$ cat src/rtl/ir_transmit.sv
// NEC-format IR transmitter: leader mark/space, 32 pulse-distance bits LSB first, stop mark, forced gap.
// Optional macro IR_TX_CARRIER_EN gates the marks with a CARRIER_HALF-period carrier; otherwise oIRDA is the bare envelope.
module ir_transmit #(
    parameter int TICKS_PER_UNIT = 28125,
    parameter int CARRIER_HALF   = 658,
    parameter int GAP_UNITS      = 72
) (
    input  logic        iCLK,
    input  logic        iRST_n,
    input  logic [31:0] iDATA,
    input  logic        iVALID,
    output logic        oREADY,
    output logic        oBUSY,
    output logic        oDONE,
    output logic        oIRDA
);
    localparam int UNIT_W    = $clog2(TICKS_PER_UNIT);
    localparam int MAX_UNITS = (GAP_UNITS > 16) ? GAP_UNITS : 16;
    localparam int LEN_W     = $clog2(MAX_UNITS);

    typedef enum logic [2:0] {
        S_IDLE,
        S_LEAD_MARK,
        S_LEAD_SPACE,
        S_BIT_MARK,
        S_BIT_SPACE,
        S_STOP_MARK,
        S_GAP
    } state_t;

    state_t              r_state;
    logic [UNIT_W-1:0]   r_unit_cnt;
    logic [LEN_W-1:0]    r_len_cnt;
    logic [4:0]          r_bit_idx;
    logic [31:0]         r_shift;
    logic                r_env;
    logic                r_ready;
    logic                r_done;

    logic [LEN_W-1:0]    w_len_last;
    logic                w_last_unit;
    logic                w_unit_end;
    logic                w_state_end;
    logic                w_pre_end;

    // Index of the final unit of the current state; a '1' bit stretches its space to three units.
    always_comb begin
        w_len_last = '0;
        case (r_state)
            S_LEAD_MARK:  w_len_last = LEN_W'(15);
            S_LEAD_SPACE: w_len_last = LEN_W'(7);
            S_BIT_SPACE:  w_len_last = r_shift[0] ? LEN_W'(2) : '0;
            S_GAP:        w_len_last = LEN_W'(GAP_UNITS - 1);
            default:      w_len_last = '0;
        endcase
    end

    assign w_last_unit = (r_len_cnt == w_len_last);
    assign w_unit_end  = (r_unit_cnt == UNIT_W'(TICKS_PER_UNIT - 1));
    assign w_state_end = w_last_unit && w_unit_end;
    assign w_pre_end   = w_last_unit && (r_unit_cnt == UNIT_W'(TICKS_PER_UNIT - 2));

    always_ff @(posedge iCLK or negedge iRST_n) begin
        if (!iRST_n) begin
            r_state    <= S_IDLE;
            r_unit_cnt <= '0;
            r_len_cnt  <= '0;
            r_bit_idx  <= '0;
            r_shift    <= '0;
            r_env      <= 1'b0;
            r_ready    <= 1'b1;
            r_done     <= 1'b0;
        end else if (r_state == S_IDLE) begin
            r_unit_cnt <= '0;
            r_len_cnt  <= '0;
            r_done     <= 1'b0;
            if (iVALID) begin
                r_shift   <= iDATA;
                r_bit_idx <= '0;
                r_state   <= S_LEAD_MARK;
                r_env     <= 1'b1;
                r_ready   <= 1'b0;
            end
        end else begin
            // oDONE is registered one cycle early so it lands on the final gap cycle.
            r_done <= (r_state == S_GAP) && w_pre_end;
            if (!w_state_end) begin
                if (w_unit_end) begin
                    r_unit_cnt <= '0;
                    r_len_cnt  <= r_len_cnt + LEN_W'(1);
                end else begin
                    r_unit_cnt <= r_unit_cnt + UNIT_W'(1);
                end
            end else begin
                r_unit_cnt <= '0;
                r_len_cnt  <= '0;
                case (r_state)
                    S_LEAD_MARK: begin
                        r_state <= S_LEAD_SPACE;
                        r_env   <= 1'b0;
                    end
                    S_LEAD_SPACE: begin
                        r_state <= S_BIT_MARK;
                        r_env   <= 1'b1;
                    end
                    S_BIT_MARK: begin
                        r_state <= S_BIT_SPACE;
                        r_env   <= 1'b0;
                    end
                    S_BIT_SPACE: begin
                        r_shift   <= r_shift >> 1;
                        r_bit_idx <= r_bit_idx + 5'd1;
                        r_env     <= 1'b1;
                        r_state   <= (r_bit_idx == 5'd31) ? S_STOP_MARK : S_BIT_MARK;
                    end
                    S_STOP_MARK: begin
                        r_state <= S_GAP;
                        r_env   <= 1'b0;
                    end
                    default: begin
                        r_state <= S_IDLE;
                        r_env   <= 1'b0;
                        r_ready <= 1'b1;
                    end
                endcase
            end
        end
    end

`ifdef IR_TX_CARRIER_EN
    localparam int CAR_W = (CARRIER_HALF > 1) ? $clog2(CARRIER_HALF) : 1;

    logic [CAR_W-1:0] r_car_cnt;
    logic             r_irda;
    logic             w_enter_mark;

    assign w_enter_mark = ((r_state == S_IDLE) && iVALID) ||
                          (w_state_end && ((r_state == S_LEAD_SPACE) || (r_state == S_BIT_SPACE)));

    // Carrier phase restarts high on the first cycle of every mark; r_env marks the mark states.
    always_ff @(posedge iCLK or negedge iRST_n) begin
        if (!iRST_n) begin
            r_car_cnt <= '0;
            r_irda    <= 1'b0;
        end else if (w_enter_mark) begin
            r_car_cnt <= '0;
            r_irda    <= 1'b1;
        end else if (r_env && !w_state_end) begin
            if (r_car_cnt == CAR_W'(CARRIER_HALF - 1)) begin
                r_car_cnt <= '0;
                r_irda    <= ~r_irda;
            end else begin
                r_car_cnt <= r_car_cnt + CAR_W'(1);
            end
        end else begin
            r_car_cnt <= '0;
            r_irda    <= 1'b0;
        end
    end

    assign oIRDA = r_irda;
`else
    assign oIRDA = r_env;
`endif

    assign oREADY = r_ready;
    assign oBUSY  = ~r_ready;
    assign oDONE  = r_done;

endmodule

$ cat config.mk
export PLATFORM = sky130hd
export DESIGN_NAME = ir_transmit
export DESIGN_NICKNAME = d
export VERILOG_FILES = /design/src/rtl/ir_transmit.sv
export SDC_FILE = /design/constraint.sdc
export NUM_CORES = 1
export LEC_CHECK = 0
export CAP_MARGIN = 40
export CORE_MARGIN = 2
export CORE_UTILIZATION = 30
export DETAILED_ROUTE_END_ITERATION = 7
export GPL_ROUTABILITY_DRIVEN = 0
export GPL_TIMING_DRIVEN = 0
export PLACE_DENSITY = 0.57
export REMOVE_ABC_BUFFERS = 1
export SETUP_SLACK_MARGIN = 0.3
export SLEW_MARGIN = 20
export SYNTH_ARGS = -nofsm -noshare
export SYNTH_HDL_FRONTEND = slang
export SYNTH_SLANG_ARGS = --single-unit
$ cat constraint.sdc
create_clock -name iCLK -period 5.81 [get_ports iCLK]
set_clock_uncertainty 0.15 [all_clocks]
set_input_delay 1.162 -clock iCLK [delete_from_list [all_inputs] [get_ports iCLK]]
set_output_delay 1.162 -clock iCLK [all_outputs]
set_load 0.01 [all_outputs]
==> results.yml <==
die:
  ios: 39
  core_area_mm2: 0.0109
  start_util_pct: 31.0
  die_h_um: 110
  dieArea_mm2: 0.0121
  die_x_um: 110
  rows: 38
worst_setup_path:
  critPathKind: "register to register"
  r2r_cells: 8
  arrival_ns: 3.55
  setup.worst_path.end: "r_shift[4]"
  path_max_fanout: 41
  cp_cell_sequence: "buf_12 -> and4b_1 -> a211o_1 -> nand4_1 -> nor4_2 -> buf_4 -> a31o_2 -> o221a_2"
  startpoint: "r_state[2]"
  reg2reg_to: "r_shift[4]"
  ff2ff_setup_slack_ns: 2.39
  r2r_start: "r_state[2]"
  cp.required_ns: 5.94
  start_kind: "register"
  critPathMaxStageDelay_ns: 0.62
  end_kind: "register"
  slowest_stage: "nor4_2"
power_and_ir_drop:
  ir_worst_vdd_mv: 0.0816
  power.density_mw_per_mm2: 221
  p_leak_nw: 1.72
global_routing:
  grt_pass1_wl_mm: 13.1
  groute.usage.overall_pct: 13.8
  gr-total-overflow: 0
  grt_start_max_net_pins: 42
  grt_pass1_vias: 2658
  antenna_found_initial: 0
cts:
  clk_pin_slew_worst_paths_ns: 0.08
  postCtsHoldBufs: 0
  cts-root-buf: "clkbuf_8"
  tritoncts: "done"
  htreeDepth: 3
  cts_setup_buffers: 0
  numCtsBuffers: 9
  cts-resized-gates: 0
  worstSkewPairLatency_ns: 0.34
  ctsLongestPathBuffers: 2
  cts.sinks: 65
yosys:
  synth_area_per_cell_um2: 10.1
  synthArstFlopShare_pct: 100
  synth-edff-count: 0
  synthFlopType: "dfrtp_1"
  netlist.top_cell.by_area: "dfrtp_1"
  synth_warnings: 0
  synth_cell_types: 44
  syn_inst: 333
  netlist.area_leader.share_pct: 47.4
  seq_area_frac_synth_pct: 48.2
  synth_area_mm2: 0.00338
  synthTopCellsByArea: "dfrtp_1 (47%), o221a_2 (10%), or3_1 (6.3%), nor2_1 (2.9%), nand2_1 (2.3%)"
  ys_seq_elements: 65
sta:
  finalCritPeriodShare_pct: 58.9
  fmax_mhz: 292
  tightest_slew_ns: 0.749
  final.setup.worst_slack_ns: 2.39
  rsz0062_at_grt: "no"
  slew_headroom_pct: 49.9
  layout_min_cycle_time_ns: 3.42
  setup_viol: 0
  maxSlewViolCount: 0
  tns_ns: 0
  hold_viol: 0
layout:
  insertedDiodeCount: 0
  syn_to_final_growth_pct: 24.2
  drive_gt1_share_pct: 17.7
  finalNetCount: 407
placement:
  dp_hpwl_mm: 5.13
  portBuffers: 38
  place_ws_ns: 2.44
hold_path:
  whs_path_depth: 1
  min_path_type: "register to register"
drt:
  drtPass1Iterations: 4
  final_antenna_net_count: 0
  wl_mm: 7.88
  viasPerCell: 5.41
  drc_errors: 0
  wl_per_cell_um: 15.4
  drtIter0Drc: 166
  vias: 2772
status:
  status: "finished clean"
flow_run:
  drv_cap: 0
cells by family after synthesis:
| logic type | count (synthesis) | share of synthesized area, % |
|---|---|---|
| AOI/OAI and AO/OA | 64 | 16.6 |
| xor gates and xnor gates | 17 | 4.41 |
| adders and majority gates | 5 | 1.85 |
| buffers and inverters | 28 | 3.30 |
| DFF | 65 | 48.2 |
| and+or+nand+nor | 154 | 25.7 |
power by group:
part	internal [mW]	switching (mW)
clock	0.246	0.195
sequential	0.452	0
combinational	0.0212	0.0126
critical path, delay by kind of cell, from the launching register on:
family / cells / cell delay, ns
AO/OA/AOI/OAI: 3 / 1.03
buffers and inverters: 2 / 0.48
flip-flops: 1 / 0.54
AND/OR/NAND/NOR: 3 / 1.15
cell usage after synthesis, types with 3 or more instances:
| master | instances |
|---|---|
| nand3_1 | 15 |
| clkbuf_1 | 17 |
| o21ai_0 | 13 |
| or3_1 | 34 |
| nand4_1 | 10 |
| xnor2_1 | 9 |
| o31ai_1 | 3 |
| dfrtp_1 | 64 |
| and3_1 | 12 |
| buf_2 | 5 |
| inv_1 | 5 |
| nor2_1 | 26 |
| o221a_2 | 31 |
| nor4_1 | 6 |
| ha_1 | 5 |
| a21oi_1 | 4 |
| nand2_1 | 21 |
| nor3_1 | 5 |
| nand3b_1 | 3 |
| a31oi_1 | 4 |
| xor2_1 | 8 |
| nor2b_1 | 3 |
stage by stage:
step	cell area [µm²]	std cells	hold WS, ns	utilization, %	total power [mW]
finish	4190	512	0.341	38.5	0.927
global route	4190	512	0.393	38.5	0.966
CTS	4190	511	0.344	38.4	0.938
detailed placement	3960	495	0.334	36.4	0.495
global placement	3840	488	0.326	35.3	0.494
floorplan	3280	310	0.305	-	0.462
registers in the layout (all words and copies together) (netlist names):
name	cells
oIRDA	1
r_len_cnt	7
oREADY	1
r_bit_idx	5
r_state	3
r_shift	32
oDONE	1
r_unit_cnt	15
worst min-delay path by stage:
stage	from	end	slack, ns
floorplan	r_unit_cnt[0]	r_unit_cnt[0]	0.30
global placement	r_unit_cnt[0]	r_unit_cnt[0]	0.33
detailed placement	r_unit_cnt[0]	r_unit_cnt[0]	0.33
CTS	r_unit_cnt[0]	r_unit_cnt[0]	0.34
global route	r_len_cnt[6]	r_len_cnt[6]	0.39
finish	r_unit_cnt[0]	r_unit_cnt[0]	0.34
cell usage in the layout, fill, tap and decap left out, types with 3 or more instances in the layout:
cell	instances
a21oi_1	4
a31oi_1	4
and3_1	12
buf_4	4
clkbuf_8	9
clkdlybuf4s50_1	37
dfrtp_1	63
ha_1	5
inv_1	5
nand2_1	21
nand3_1	15
nand3b_1	3
nand4_1	10
nor2_1	26
nor2b_1	3
nor3_1	5
nor4_1	5
o21ai_0	11
o221a_2	31
o31ai_1	3
or3_1	34
xnor2_1	9
xor2_1	8
layout make-up:
| type | count | area [µm²] |
|---|---|---|
| Sequential cell | 65 | 1630 |
| Timing Repair Buffer | 46 | 488 |
| Tap cell | 140 | 175 |
| Clock buffer | 9 | 124 |
| Fill cell | 1069 | 6700 |
| Inverter | 5 | 18.8 |
| Clock inverter | 7 | 103 |
| Multi-Input combinational cell | 240 | 1660 |
routing by layer:
metal / up-vias / global-route usage, % / routed length, µm / part of all wire (%)
met3: 9 / 3.59 / 382 / 4.8
met4: 0 / 4.82 / 91 / 1.2
met2: 60 / 20.9 / 3510 / 44
li1: 1328 / - / - / -
met1: 1375 / 19.0 / 3900 / 49
met5: - / 0 / 0 / 0
Power figures use the tool's default switching activity.
